===== src/rtl/axil_reg_slave.sv =====
// AXI-Lite register-bank responder with bounded, programmable READY wait states.
// All outputs come straight from flops; read and write paths run independently.
module axil_reg_slave #(
   parameter int unsigned C_AXI_DATA_WIDTH = 32,
   parameter int unsigned C_AXI_ADDR_WIDTH = 8,
   parameter int unsigned NUM_REGS         = 16,
   parameter int unsigned WAIT_CYCLES      = 1
) (
   input  logic                          AXI_ACLK,
   input  logic                          AXI_ARESET,
   input  logic [C_AXI_ADDR_WIDTH-1:0]   AXI_ARADDR,
   input  logic                          AXI_ARVALID,
   output logic                          AXI_ARREADY,
   output logic [C_AXI_DATA_WIDTH-1:0]   AXI_RDATA,
   output logic                          AXI_RVALID,
   input  logic                          AXI_RREADY,
   input  logic [C_AXI_ADDR_WIDTH-1:0]   AXI_AWADDR,
   input  logic                          AXI_AWVALID,
   output logic                          AXI_AWREADY,
   input  logic [C_AXI_DATA_WIDTH-1:0]   AXI_WDATA,
   input  logic                          AXI_WVALID,
   output logic                          AXI_WREADY,
   output logic [1:0]                    AXI_BRESP,
   output logic                          AXI_BVALID,
   input  logic                          AXI_BREADY
);

   localparam int unsigned CNT_W    = 3;
   localparam int unsigned NUM_CH   = 3;
   localparam int unsigned CH_AR    = 0;
   localparam int unsigned CH_AW    = 1;
   localparam int unsigned CH_W     = 2;
   localparam int unsigned REG_IW   = (NUM_REGS > 1) ? $clog2(NUM_REGS) : 1;
   localparam int unsigned ADDR_LIM = NUM_REGS * 4;

   typedef enum logic {R_IDLE = 1'b0, R_DATA = 1'b1} r_state_t;

   r_state_t                       r_state;
   r_state_t                       w_state_nxt;
   logic [NUM_CH-1:0]              r_rdy;
   logic [NUM_CH-1:0]              w_valid;
   logic [NUM_CH-1:0]              w_idle;
   logic                           r_aw_held;
   logic                           r_w_held;
   logic [C_AXI_ADDR_WIDTH-1:0]    r_awaddr;
   logic [C_AXI_DATA_WIDTH-1:0]    r_wdata;
   logic                           r_bvalid;
   logic [1:0]                     r_bresp;
   logic                           r_rvalid;
   logic [C_AXI_DATA_WIDTH-1:0]    r_rdata;
   logic [C_AXI_DATA_WIDTH-1:0]    r_regs [NUM_REGS];

   logic                           w_ar_hs;
   logic                           w_aw_hs;
   logic                           w_w_hs;
   logic                           w_b_hs;
   logic                           w_commit;
   logic [C_AXI_ADDR_WIDTH-1:0]    w_waddr;
   logic [C_AXI_DATA_WIDTH-1:0]    w_wd;
   logic                           w_win;
   logic [REG_IW-1:0]              w_widx;
   logic                           w_rin;
   logic [REG_IW-1:0]              w_ridx;
   logic                           w_rd_load;
   logic                           w_rd_done;

   assign w_ar_hs = AXI_ARVALID & r_rdy[CH_AR];
   assign w_aw_hs = AXI_AWVALID & r_rdy[CH_AW];
   assign w_w_hs  = AXI_WVALID  & r_rdy[CH_W];
   assign w_b_hs  = r_bvalid & AXI_BREADY;

   assign w_valid = {AXI_WVALID, AXI_AWVALID, AXI_ARVALID};
   assign w_idle  = {~r_w_held & ~r_bvalid, ~r_aw_held & ~r_bvalid, r_state == R_IDLE};

   // Per-channel wait counter: READY pulses for one cycle once VALID has been seen WAIT_CYCLES+1 times.
   for (genvar g = 0; g < NUM_CH; g++) begin : g_ready
      logic [CNT_W-1:0] r_cnt;
      always_ff @(posedge AXI_ACLK) begin
         if (AXI_ARESET) begin
            r_cnt    <= '0;
            r_rdy[g] <= 1'b0;
         end else if (r_rdy[g]) begin
            r_cnt    <= '0;
            r_rdy[g] <= 1'b0;
         end else if (w_valid[g] && w_idle[g]) begin
            if (r_cnt == CNT_W'(WAIT_CYCLES)) begin
               r_cnt    <= '0;
               r_rdy[g] <= 1'b1;
            end else begin
               r_cnt <= r_cnt + 1'b1;
            end
         end else begin
            r_cnt <= '0;
         end
      end
   end

   // A handshake in this cycle counts as held so the commit lands on the same edge.
   assign w_waddr  = w_aw_hs ? AXI_AWADDR : r_awaddr;
   assign w_wd     = w_w_hs  ? AXI_WDATA  : r_wdata;
   assign w_commit = (r_aw_held | w_aw_hs) & (r_w_held | w_w_hs) & ~r_bvalid;
   assign w_win    = 32'(w_waddr) < ADDR_LIM;
   assign w_widx   = w_waddr[REG_IW+1:2];

   always_ff @(posedge AXI_ACLK) begin
      if (AXI_ARESET) begin
         r_aw_held <= 1'b0;
         r_w_held  <= 1'b0;
         r_awaddr  <= '0;
         r_wdata   <= '0;
         r_bvalid  <= 1'b0;
         r_bresp   <= 2'b00;
         for (int i = 0; i < NUM_REGS; i++) r_regs[i] <= '0;
      end else begin
         if (w_b_hs) begin
            r_bvalid  <= 1'b0;
            r_bresp   <= 2'b00;
            r_aw_held <= 1'b0;
            r_w_held  <= 1'b0;
         end
         if (w_aw_hs) begin
            r_aw_held <= 1'b1;
            r_awaddr  <= AXI_AWADDR;
         end
         if (w_w_hs) begin
            r_w_held <= 1'b1;
            r_wdata  <= AXI_WDATA;
         end
         if (w_commit) begin
            r_bvalid <= 1'b1;
            r_bresp  <= w_win ? 2'b00 : 2'b10;
            if (w_win) r_regs[w_widx] <= w_wd;
         end
      end
   end

   assign w_rin  = 32'(AXI_ARADDR) < ADDR_LIM;
   assign w_ridx = AXI_ARADDR[REG_IW+1:2];

   always_ff @(posedge AXI_ACLK) begin
      if (AXI_ARESET) r_state <= R_IDLE;
      else            r_state <= w_state_nxt;
   end

   always_comb begin
      w_state_nxt = r_state;
      w_rd_load   = 1'b0;
      w_rd_done   = 1'b0;
      case (r_state)
         R_IDLE: if (w_ar_hs) begin
            w_state_nxt = R_DATA;
            w_rd_load   = 1'b1;
         end
         R_DATA: if (AXI_RREADY) begin
            w_state_nxt = R_IDLE;
            w_rd_done   = 1'b1;
         end
      endcase
   end

   // Read data sampled on the AR handshake edge, so a same-edge write is not visible.
   always_ff @(posedge AXI_ACLK) begin
      if (AXI_ARESET) begin
         r_rvalid <= 1'b0;
         r_rdata  <= '0;
      end else if (w_rd_load) begin
         r_rvalid <= 1'b1;
         r_rdata  <= w_rin ? r_regs[w_ridx] : '0;
      end else if (w_rd_done) begin
         r_rvalid <= 1'b0;
         r_rdata  <= '0;
      end
   end

   assign AXI_ARREADY = r_rdy[CH_AR];
   assign AXI_AWREADY = r_rdy[CH_AW];
   assign AXI_WREADY  = r_rdy[CH_W];
   assign AXI_BVALID  = r_bvalid;
   assign AXI_BRESP   = r_bresp;
   assign AXI_RVALID  = r_rvalid;
   assign AXI_RDATA   = r_rdata;

endmodule

===== config.mk =====
export PLATFORM = sky130hd
export DESIGN_NAME = axil_reg_slave
export DESIGN_NICKNAME = d
export VERILOG_FILES = /design/src/rtl/axil_reg_slave.sv
export SDC_FILE = /design/constraint.sdc
export NUM_CORES = 1
export LEC_CHECK = 0
export CORE_MARGIN = 5
export CORE_UTILIZATION = 38
export DETAILED_ROUTE_END_ITERATION = 7
export HOLD_SLACK_MARGIN = 0.02
export SLEW_MARGIN = 25
export SYNTH_ARGS = -nofsm -noshare
export SYNTH_HDL_FRONTEND = slang
export SYNTH_SLANG_ARGS = --single-unit

===== constraint.sdc =====
create_clock -name AXI_ACLK -period 9.12 [get_ports AXI_ACLK]
set_input_delay 1.824 -clock AXI_ACLK [delete_from_list [all_inputs] [get_ports AXI_ACLK]]
set_output_delay 1.824 -clock AXI_ACLK [all_outputs]
set_load 0.005 [all_outputs]

==> results of run 1 <==
## Yosys cell counts, types with 3 or more instances
cell and count:
sky130_fd_sc_hd__inv_1 4, sky130_fd_sc_hd__nor4_2 6, sky130_fd_sc_hd__buf_6 4, sky130_fd_sc_hd__nand4_1 7, sky130_fd_sc_hd__buf_2 80, sky130_fd_sc_hd__mux2i_1 32
sky130_fd_sc_hd__nand2_1 176, sky130_fd_sc_hd__o21ai_2 3, sky130_fd_sc_hd__buf_1 8, sky130_fd_sc_hd__ha_1 6, sky130_fd_sc_hd__nor2b_1 32, sky130_fd_sc_hd__nor2_1 531
sky130_fd_sc_hd__xnor2_1 3, sky130_fd_sc_hd__a21oi_1 10, sky130_fd_sc_hd__dfxtp_1 88, sky130_fd_sc_hd__buf_4 4, sky130_fd_sc_hd__o211ai_2 30, sky130_fd_sc_hd__a22oi_1 32
sky130_fd_sc_hd__mux2_2 35, sky130_fd_sc_hd__edfxtp_1 512, sky130_fd_sc_hd__a21o_1 16, sky130_fd_sc_hd__mux4_2 128, sky130_fd_sc_hd__nand2b_1 8, sky130_fd_sc_hd__clkbuf_1 32
## area by class of cell
cell class / count / area [um2] / area share
Clock inverter: 30 / 269 / 0.00922
Timing Repair Buffer: 123 / 1150 / 0.0394
Clock buffer: 85 / 1710 / 0.0585
Tap cell: 873 / 1090 / 0.0374
Multi-Input combinational cell: 1080 / 7820 / 0.268
Inverter: 4 / 15.0 / 0.000514
Sequential cell: 600 / 17100 / 0.587
## worst max-delay path, delay by kind of cell
kind,cells,cell delay [ns]
simple gates,3,0.71
buf+inv,3,2.03
mux,1,0.44
## state kept, by name, summed over array words and instances, names as in the netlist, 6 cells and up
signal         cells
r_regs           512
r_awaddr           6
r_wdata           32
g_ready.r_cnt      9
AXI_RDATA         32
## how the worst max path moves through the flow
stage	startpoint	end	slack, ns	cells after the start
final	AXI_AWVALID	r_regs[14][15]$_SDFFCE_PN0P_	4.36	7
after global routing	AXI_AWVALID	r_regs[6][26]$_SDFFCE_PN0P_	4.21	7
after CTS	AXI_AWVALID	r_regs[14][15]$_SDFFCE_PN0P_	4.45	7
after detailed placement	AXI_AWVALID	r_regs[14][15]$_SDFFCE_PN0P_	3.79	7
after global placement	AXI_AWVALID	r_regs[2][20]$_SDFFCE_PN0P_	3.89	7
after floorplan	AXI_AWVALID	r_regs[2][0]$_SDFFCE_PN0P_	4.98	6
## routing by layer
metal / wire [um] / up-vias
li1: - / 6713
met1: 28000 / 7783
met2: 32800 / 585
met3: 4950 / 102
met4: 1410 / 0
met5: 0 / -
## power by group through the flow
stage / logic (mW) / registers (mW) / clock network, mW
after detailed placement: 0.298 / 3.13 / 0
after global routing: 0.314 / 3.08 / 2.64
after floorplan: 0.183 / 3.12 / 0
after CTS: 0.299 / 3.07 / 2.53
after global placement: 0.296 / 3.12 / 0
final: 0.294 / 3.07 / 2.47
## cells by family after synthesis
kind of cell             share of synthesized area
AND/OR/NAND/NOR                              0.122
XOR/XNOR                                   0.00103
adder cells (fa/ha/maj)                    0.00294
other                                     0.000147
multiplexers                                 0.142
flip-flops                                   0.671
AO/OA/AOI/OAI                               0.0349
buffers and inverters                       0.0253
==> impl_summary.log, run 1 <==
[metrics] outcome: finished clean
[metrics] IO Port Bufs: 88
[metrics] final cell count without fillers: 2795
[metrics] reg-to-reg setup timing slack: 5.73 ns
[metrics] Final ANT Viol Nets: 0
[metrics] Num CTS Buffers: 61
[metrics] Avg Vias per Cell: 5.43
[metrics] IO Pins: 94
[metrics] CTS tree: yes
[metrics] Clock Power Share: 0.423
[metrics] Clock transition at path regs: 0.06 ns
[metrics] most common cell type on the critical path: sky130_fd_sc_hd__buf_4
[metrics] clock tree sinks: 600
[metrics] number of hold violations in the final report: 0
[metrics] beginning of the worst hold path: g_ready[0].r_cnt[0]$_SDFF_PP0_
[metrics] maximum number of pins on one net before global-route repair: 86
[metrics] fraction of registers with async set or reset after synthesis: 0
[metrics] Worst-Skew Late Latency: 0.62 ns
[metrics] estimated wirelength of the detail-placed design: roughly 35000 um
[metrics] Power Density: ~200 nW/um2
[metrics] maximum number of buffers from clock root to sink: 3
[metrics] critical path start-end classification: input port to flip-flop
[metrics] number of warning messages in the yosys log: 0
[metrics] setup repair after global routing missed its margin: no
[metrics] cell internal power dissipation: 4.59 mW
[metrics] first-iteration detailed-routing DRC count: 1399
[metrics] Setup WS post-layout: approximately 4.4 ns
[metrics] placeable core region: 66900 um2
[metrics] Area Growth Syn to Fin: 14.3%
[metrics] highest achievable clock rate: 210 MHz
[metrics] part of the power in registers: 0.526
[metrics] final instance area: around 30000 um2
[metrics] primary flip-flop cell chosen by synthesis mapping: sky130_fd_sc_hd__edfxtp_1
[metrics] Worst path max stage delay: 0.89 ns
[metrics] post-synthesis instance area: approximately 26000 um2
[metrics] Min-Delay Path Class: flip-flop to flip-flop
[metrics] Seq/Total Area, Yosys: 0.671
[metrics] met2 demand-to-capacity share in global routing: 0.305
[metrics] CP arrival: roughly 5.1 ns
[metrics] logic gate share of total power: 0.050
[metrics] final core occ: 0.436
[metrics] placed cell areas: approximately 27000 um2
[metrics] part of the cycle the worst path needs: 0.522
[metrics] num rows: 95
[metrics] master cell of the clock root buffer: sky130_fd_sc_hd__clkbuf_16
[metrics] leading cell type in the layout, fill and taps excluded: sky130_fd_sc_hd__nor2_1
[metrics] Netlist cell types: 42
[metrics] switching power share of the total: 0.214
[metrics] worst-margin pin slew: 1.03 ns
[metrics] count of unresolved DRC violations after routing: 0
[metrics] global routing's busiest layer: met2
[metrics] placed instance count: 2680
[metrics] met3 Track Usage GR: 0.0323
[metrics] worst clock skew: about 0.015 ns
[metrics] clock period minus final worst setup slack: between 4 and 5 ns
[metrics] Routed wire per std cell: between 20 and 25 um
[metrics] wire length of the first global-routing pass: 101000 um
[metrics] PostCTS Resize Cnt: 0
[metrics] total nets after synthesis: approximately 1.9k
[metrics] headroom to the max-slew limit: 0.314
[metrics] cell taking the most area after synthesis: sky130_fd_sc_hd__edfxtp_1
[metrics] met1 track demand over resource: 0.252
[metrics] pre-CTS setup slack: roughly 3.8 ns
[metrics] filler cell count: 5970
[metrics] total negative setup slack: 0 ns
[metrics] maximum fanout count along the critical path: 78
[metrics] leak pwr: 9.51 nW
[metrics] sum of internal, switching and leakage power: 5.83 mW
[metrics] Hold Buf Count CTS: 0
[metrics] Final nets: between 1.5k and 2k
[metrics] grt total ovfl: 0
[metrics] CP startpoint kind: input port
[metrics] data required time at the worst endpoint: roughly 9.5 ns
[metrics] largest cells by area after synthesis: sky130_fd_sc_hd__edfxtp_1, sky130_fd_sc_hd__mux4_2, sky130_fd_sc_hd__nor2_1, sky130_fd_sc_hd__dfxtp_1, sky130_fd_sc_hd__nand2_1
[metrics] drt first pass iters: 5
[metrics] routed via count: roughly 15k
[metrics] CP max stage cell: sky130_fd_sc_hd__buf_4
[metrics] number of antenna repair diodes: 0
[metrics] vias in the first global route: 16.0k
[metrics] Initial Util: 0.381
[metrics] total of endpoints with negative setup slack in the final report: 0
[metrics] synthesized area per cell: between 10 and 15 um2
[metrics] number of maximum-capacitance constraint violations: 0
[metrics] Post-Route Hold Slack: 0.456 ns
[metrics] number of synthesized register bits: 600
[metrics] post-synthesis instance total: 1813
[metrics] terminating pin of the worst hold path: g_ready[0].r_cnt[0]$_SDFF_PP0_
[metrics] number of buffers inserted by post-CTS setup repair: 0
[metrics] Reg-to-Reg End: r_regs[14][15]$_SDFFCE_PN0P_
[metrics] GPL Wtd Cong: 0.733
[metrics] commonest cells after routing, fill and taps aside: sky130_fd_sc_hd__nor2_1, sky130_fd_sc_hd__edfxtp_1, sky130_fd_sc_hd__nand2_1
[metrics] maximum VDD drop: 0.000139 V
[metrics] element type at the critical path end: flip-flop
[metrics] post-synth top area share: 0.602
[metrics] share of final-layout standard cells stronger than drive strength 1: 0.187
[metrics] Worst Reg2Reg Path Length in Cells: 6
[metrics] number of levels in the clock H-tree: 2
[metrics] Die Area: 72500 um2
[metrics] count of final max-slew check failures: 0
[metrics] width of the die: between 200 and 300 um
[metrics] Post-Route WL: 67100 um
[metrics] count of flip-flops with a built-in enable after synthesis: between 500 and 600
[metrics] Switching Power: 1.25 mW
[metrics] worst flop-to-flop path startpoint: AXI_AWREADY$_SDFF_PP0_
[metrics] Vert. Die Dim: approximately 270 um
[metrics] total track usage: 0.183
[metrics] antenna violations before repair: 0
[metrics] number of cells traversed by the worst hold path: 1
[metrics] sequence of cells on the critical path: clkdlybuf4s50_1 > nand2_1 > mux2_2 > nand4_1 > buf_4 > buf_4 > nor2_1
No activity file was read; power rests on OpenSTA's default activity.
==> run 2, diff against run 1 <==
- clock period: 9.12 -> 4.9 ns (I/O delays scaled with it)
==> run 2 against run 1 <==
Against the previous run: first-iteration DRC count increased by 8.8%; wire length increased by 2.8%; register-to-register slack got worse by 3.9 ns; die area unchanged; setup slack got worse by 3.1 ns.
==> impl_summary.log, run 2 (same netlist as run 1, synthesis figures left out) <==
[metrics] outcome: finished clean
[metrics] Worst Reg2Reg Path Length in Cells: 5 (-1)
[metrics] element type at the critical path end: flip-flop
[metrics] clock period minus final worst setup slack: 3.66 ns
[metrics] number of levels in the clock H-tree: 3 (+1)
[metrics] master cell of the clock root buffer: sky130_fd_sc_hd__clkbuf_16
[metrics] Vert. Die Dim: 269 um (unchanged)
[metrics] share of final-layout standard cells stronger than drive strength 1: 0.193 (+0.00661)
[metrics] clock tree sinks: 600 (unchanged)
[metrics] largest register by flop count: r_regs
[metrics] logic gate share of total power: 0.053 (+0.003)
[metrics] data required time at the worst endpoint: 5.17 ns (-4.28 ns)
[metrics] placeable core region: 66900 um2 (unchanged)
[metrics] drt first pass iters: 7 (+2)
[metrics] final core occ: 0.444 (+0.00789)
[metrics] antenna violations before repair: 0 (unchanged)
[metrics] maximum number of buffers from clock root to sink: 3 (unchanged)
[metrics] worst flop-to-flop path startpoint: AXI_AWREADY$_SDFF_PP0_
[metrics] Setup WS post-layout: 1.24 ns (-3.12 ns)
[metrics] num rows: 95 (unchanged)
[metrics] grt total ovfl: 0 (unchanged)
[metrics] worst setup path startpoint: AXI_AWVALID
[metrics] width of the die: 269 um (unchanged)
[metrics] leak pwr: 9.78 nW (+2.8%)
[metrics] max reg flops: 512 (unchanged)
[metrics] sequence of cells on the critical path: clkdlybuf4s50_1 > nand2_1 > o31a_1 > nor4_2 > a21o_2 > buf_12
[metrics] Final ANT Viol Nets: 0 (unchanged)
[metrics] CP arrival: 3.93 ns (-1.15 ns)
[metrics] part of the cycle the worst path needs: 0.746
[metrics] wire length of the first global-routing pass: 102000 um (+1.8%)
[metrics] setup repair after global routing missed its margin: no
[metrics] Routed wire per std cell: 24.5 um (+2.2%)
[metrics] maximum number of pins on one net before global-route repair: 129 (+50%)
[metrics] reg-to-reg setup timing slack: 1.79 ns (-3.94 ns)
[metrics] number of hold violations in the final report: 0 (unchanged)
[metrics] estimated wirelength of the detail-placed design: 38000 um (+9.6%)
[metrics] count of final max-slew check failures: 0 (unchanged)
[metrics] Worst-Skew Late Latency: 0.59 ns (-0.03 ns)
[metrics] highest achievable clock rate: 274 MHz
[metrics] filler cell count: 5991 (+0.35%)
[metrics] count of unresolved DRC violations after routing: 0 (unchanged)
[metrics] Initial Util: 0.381 (unchanged)
[metrics] routed via count: 15.5k (+1.8%)
[metrics] IO Pins: 94 (unchanged)
[metrics] Clock Power Share: 0.431 (+0.008)
[metrics] Final nets: 1950 (+0.98%)
[metrics] GPL Wtd Cong: 0.760 (+3.8%)
[metrics] total track usage: 0.188 (+0.00533)
[metrics] commonest cells after routing, fill and taps aside: sky130_fd_sc_hd__nor2_1, sky130_fd_sc_hd__edfxtp_1, sky130_fd_sc_hd__nand2_1
[metrics] headroom to the max-slew limit: 0.374 (+0.0601)
[metrics] CP max stage cell: sky130_fd_sc_hd__clkdlybuf4s50_1
[metrics] Post-Route WL: 69000 um (+2.8%)
[metrics] maximum fanout count along the critical path: 18 (-77%)
[metrics] CTS tree: yes
[metrics] total of endpoints with negative setup slack in the final report: 0 (unchanged)
[metrics] IO Port Bufs: 88 (unchanged)
[metrics] worst-margin pin slew: 0.939 ns (-0.0902 ns)
[metrics] CP startpoint kind: input port
[metrics] Min-Delay Path Class: flip-flop to flip-flop
[metrics] Clock transition at path regs: 0.06 ns (about the same)
[metrics] Hold Buf Count CTS: 0 (unchanged)
[metrics] number of cells traversed by the worst hold path: 1 (unchanged)
[metrics] number of maximum-capacitance constraint violations: 0 (unchanged)
[metrics] Area Growth Syn to Fin: 16.4%
[metrics] total negative setup slack: 0 ns (unchanged)
[metrics] Num CTS Buffers: 66 (+8.2%)
[metrics] part of the power in registers: 0.516 (-0.010)
[metrics] switching power share of the total: 0.214 (about the same)
[metrics] number of antenna repair diodes: 0 (unchanged)
[metrics] Avg Vias per Cell: 5.50 (+1.2%)
[metrics] maximum VDD drop: 0.000241 V (+73%)
[metrics] PostCTS Resize Cnt: 0 (unchanged)
[metrics] critical path start-end classification: input port to flip-flop
[metrics] leading cell type in the layout, fill and taps excluded: sky130_fd_sc_hd__nor2_1
[metrics] first-iteration detailed-routing DRC count: 1522 (+8.8%)
[metrics] Worst path max stage delay: 0.67 ns (-0.22 ns)
[metrics] Die Area: 72500 um2 (unchanged)
[metrics] vias in the first global route: 16.2k (+1.6%)
[metrics] worst clock skew: 0.0303 ns (+0.0149 ns)
[metrics] pre-CTS setup slack: 0.610 ns (-3.18 ns)
[metrics] beginning of the worst hold path: g_ready[1].r_cnt[0]$_SDFF_PP0_
[metrics] Switching Power: 2.37 mW (+90%)
[metrics] number of buffers inserted by post-CTS setup repair: 0 (unchanged)
[metrics] cell internal power dissipation: 8.71 mW (+90%)
[metrics] Power Density: 373 nW/um2 (+87%)
[run 2: final timing paths]
check                                    to
max reg2reg     r_regs[7][28]$_SDFFCE_PN0P_
min reg2reg  g_ready[1].r_cnt[0]$_SDFF_PP0_
min          g_ready[1].r_cnt[0]$_SDFF_PP0_
max             r_regs[7][28]$_SDFFCE_PN0P_
[run 2: metrics by stage]
step | area, um2 | std cells | total power [mW] | hold WS [ns]
2_1_floorplan | 25500 | 1813 | 6.15 | 0.421
3_3_place_gp | 27700 | 2694 | 6.40 | 0.432
3_5_place_dp | 27700 | 2694 | 6.42 | 0.449
4_1_cts | 29700 | 2812 | 11.2 | 0.464
5_1_grt | 29700 | 2812 | 11.4 | 0.478
6_report | 29700 | 2812 | 11.1 | 0.459
[run 2: final cells by class]
| class | instances | area [um2] | share of cell area |
|---|---|---|---|
| Sequential cell | 600 | 17100 | 0.577 |
| Timing Repair Buffer | 137 | 1590 | 0.0536 |
| Multi-Input combinational cell | 1080 | 7820 | 0.263 |
| Clock buffer | 85 | 1790 | 0.0601 |
| Clock inverter | 33 | 274 | 0.00922 |
| Tap cell | 873 | 1090 | 0.0368 |
| Inverter | 4 | 15.0 | 0.000505 |
[run 2: critical path, delay by kind of cell]
kind | cells | cell delay (ns)
buffers and inverters | 2 | 0.96
and+or+nand+nor | 2 | 0.89
AOI/OAI and AO/OA | 2 | 1.08
[run 2: power groups by stage]
stage / sequential [mW] / clock [mW] / combinational, mW
2_1_floorplan: 5.80 / 0 / 0.341
4_1_cts: 5.71 / 4.86 / 0.599
6_report: 5.71 / 4.78 / 0.589
3_3_place_gp: 5.81 / 0 / 0.594
5_1_grt: 5.72 / 5.08 / 0.625
3_5_place_dp: 5.82 / 0 / 0.597
[run 2: per-layer routing]
metal	global-route usage	wire, um	share of wire	vias to the layer above
met5	0	0	0	-
met4	0.0538	1520	0.022	0
met3	0.0350	5890	0.085	116
met2	0.311	33500	0.49	684
met1	0.257	28100	0.41	7891
li1	-	-	-	6772
==> run 3, diff against run 2 <==
- clock period: 4.9 -> 3.6 ns (I/O delays scaled with it)
==> run 3 against run 2 <==
Against the previous run: wire length fell by 0.88%; register-to-register slack worse by 0.77 ns; flip-flop and latch count is the same; core utilization up 0.56 points; setup slack got worse by 0.34 ns; worst hold slack got worse by 0.024 ns; critical path depth stayed put; combinational power rose by 42%; clock skew decreased by 0.0066 ns; count of clock-buffer cells in the layout up 6; critical endpoint is now r_regs[12][30]$_SDFFCE_PN0P_; highest routed layer is now met5.
==> impl_summary.log, run 3 (same netlist as run 1, synthesis figures left out) <==
[metrics] met2 demand-to-capacity share in global routing: 0.311 (about the same)
[metrics] wire length of the first global-routing pass: 101000 um (-1.3%)
[metrics] IO Pins: 94 (unchanged)
[metrics] worst-margin pin slew: 0.887 ns (-0.0523 ns)
[metrics] met1 track demand over resource: 0.255 (-0.00146)
[metrics] data required time at the worst endpoint: 3.86 ns (-1.31 ns)
[metrics] IO Port Bufs: 88 (unchanged)
[metrics] Final nets: 1975 (+1.3%)
[metrics] number of hold violations in the final report: 0 (unchanged)
[metrics] maximum number of pins on one net before global-route repair: 129 (unchanged)
[metrics] maximum VDD drop: 0.000297 V (+23%)
[metrics] maximum number of buffers from clock root to sink: 3 (unchanged)
[metrics] Die Area: 72500 um2 (unchanged)
[metrics] vias in the first global route: 15.8k (-2.2%)
[metrics] number of levels in the clock H-tree: 3 (unchanged)
[metrics] number of maximum-capacitance constraint violations: 0 (unchanged)
[metrics] Clock transition at path regs: 0.05 ns (about the same)
[metrics] part of the cycle the worst path needs: 0.749
[metrics] leading cell type in the layout, fill and taps excluded: sky130_fd_sc_hd__nor2_1
[metrics] total track usage: 0.186 (-0.00218)
[metrics] number of buffers inserted by post-CTS setup repair: 0 (unchanged)
[metrics] reg-to-reg setup timing slack: 1.02 ns (-0.77 ns)
[metrics] element type at the critical path end: flip-flop
[metrics] CP arrival: 2.96 ns (-0.97 ns)
[metrics] Min-Delay Path Class: input port to flip-flop
[metrics] num rows: 95 (unchanged)
[metrics] GPL Wtd Cong: 0.768 (+1.0%)
[metrics] Power Density: 504 nW/um2 (+35%)
[metrics] headroom to the max-slew limit: 0.409 (+0.0349)
[metrics] PostCTS Resize Cnt: 0 (unchanged)
[metrics] outcome: finished clean
[metrics] clock tree sinks: 600 (unchanged)
[metrics] grt total ovfl: 0 (unchanged)
[metrics] Worst-Skew Late Latency: 0.61 ns (+0.02 ns)
[metrics] largest register by flop count: r_regs
[metrics] Num CTS Buffers: 66 (unchanged)
[metrics] global routing's busiest layer: met2
[metrics] commonest cells after routing, fill and taps aside: sky130_fd_sc_hd__nor2_1, sky130_fd_sc_hd__edfxtp_1, sky130_fd_sc_hd__nand2_1
[metrics] estimated wirelength of the detail-placed design: 39700 um (+4.3%)
[metrics] max reg flops: 512 (unchanged)
[metrics] CP max stage cell: sky130_fd_sc_hd__clkdlybuf4s50_1
[metrics] drt first pass iters: 7 (unchanged)
[metrics] Worst path max stage delay: 0.57 ns (-0.10 ns)
[metrics] number of antenna repair diodes: 0 (unchanged)
[metrics] Initial Util: 0.381 (unchanged)
[metrics] final cell count without fillers: 2838 (+0.92%)
[metrics] clock period minus final worst setup slack: ~2.7 ns
[metrics] routed via count: 15.5k (+0.026%)
[metrics] Avg Vias per Cell: 5.45 (-0.89%)
[metrics] count of final max-slew check failures: 0 (unchanged)
[metrics] maximum fanout count along the critical path: 12 (-6)
[metrics] CTS tree: yes
[metrics] Vert. Die Dim: 269 um (unchanged)
[metrics] CP startpoint kind: input port
[metrics] Post-Route WL: 68400 um (-0.88%)
[metrics] Hold Buf Count CTS: 0 (unchanged)
[metrics] placed instance count: 2719 (+0.93%)
[metrics] placeable core region: 66900 um2 (unchanged)
[metrics] antenna violations before repair: 1 (+1)
[metrics] Final ANT Viol Nets: 0 (unchanged)
[metrics] total of endpoints with negative setup slack in the final report: 0 (unchanged)
[metrics] share of final-layout standard cells stronger than drive strength 1: 0.201 (+0.00762)
[metrics] total negative setup slack: 0 ns (unchanged)
[metrics] master cell of the clock root buffer: sky130_fd_sc_hd__clkbuf_16
[metrics] Area Growth Syn to Fin: 17.9%
[metrics] critical path start-end classification: input port to flip-flop
[metrics] width of the die: 269 um (unchanged)
[metrics] leak pwr: 9.94 nW (+1.7%)
[metrics] met3 Track Usage GR: 0.0325 (-0.00249)
[metrics] sequence of cells on the critical path: clkdlybuf4s50_1 > a21oi_1 > or4_4 > nor4_2 > a21o_2 > buf_4
[metrics] count of unresolved DRC violations after routing: 0 (unchanged)
[metrics] Routed wire per std cell: 24.1 um (-1.8%)
[metrics] highest achievable clock rate: 371 MHz
[metrics] worst clock skew: 0.0237 ns (-0.00659 ns)
[metrics] setup repair after global routing missed its margin: no
[metrics] first-iteration detailed-routing DRC count: 1665 (+9.4%)
## run 3: changes by cell type in the layout (fill, tap and decap cells not counted), sizes merged
cell | previous run | this run
buf | 53 | 78
clkbuf | 85 | 91
inv | 5 | 8
bufinv | 4 | 3
clkinvlp | 0 | 3
clkinv | 28 | 18
## run 3: critical path: cells and delay by family
family | cells | cell delay, ns
compound gates | 2 | 0.38
simple gates | 2 | 1.00
buf+inv | 2 | 0.86
## run 3: worst paths after layout
check | from | endpoint | cells past startpoint
setup reg to reg | AXI_AWREADY$_SDFF_PP0_ | r_regs[12][30]$_SDFFCE_PN0P_ | 5
setup / recovery | AXI_AWVALID | r_regs[12][30]$_SDFFCE_PN0P_ | 6
hold / removal | AXI_ARESET | r_state$_SDFF_PP0_ | 2
hold reg to reg | g_ready[1].r_cnt[0]$_SDFF_PP0_ | g_ready[1].r_cnt[0]$_SDFF_PP0_ | 1
## run 3: area by class of cell
| type | instances | area, um2 |
|---|---|---|
| fill | 5945 | 36800 |
| sequential | 600 | 17100 |
| multi-input combinational | 1080 | 7820 |
| timing repair buffer | 162 | 1930 |
| clock buffer | 91 | 1850 |
| tap | 873 | 1090 |
| clock inverter | 28 | 245 |
| inverter | 4 | 15.0 |
## run 3: layer usage
| layer | share of wire | vias to the layer above |
|---|---|---|
| li1 | - | 6815 |
| met1 | 0.42 | 7931 |
| met2 | 0.49 | 626 |
| met3 | 0.075 | 93 |
| met4 | 0.018 | 2 |
| met5 | 0.00016 | - |
## run 3: through the flow
step | cell area (um2) | hold WS [ns] | util | setup WS (ns) | power (mW)
floorplan | 25500 | 0.421 | - | 0.560 | 8.37
global placement | 28000 | 0.431 | 0.418 | 0.280 | 8.75
detailed placement | 28000 | 0.453 | 0.418 | 0.320 | 8.77
CTS | 30100 | 0.411 | 0.450 | 0.935 | 15.3
global route | 30100 | 0.428 | 0.450 | 0.755 | 15.6
finish | 30100 | 0.435 | 0.450 | 0.902 | 15.2
## run 3: power breakdown
| group | switching (mW) | total, mW | internal (mW) |
|---|---|---|---|
| clock network | 2.74 | 6.56 | 3.83 |
| logic | 0.466 | 0.835 | 0.369 |
| registers | 0.0586 | 7.78 | 7.72 |
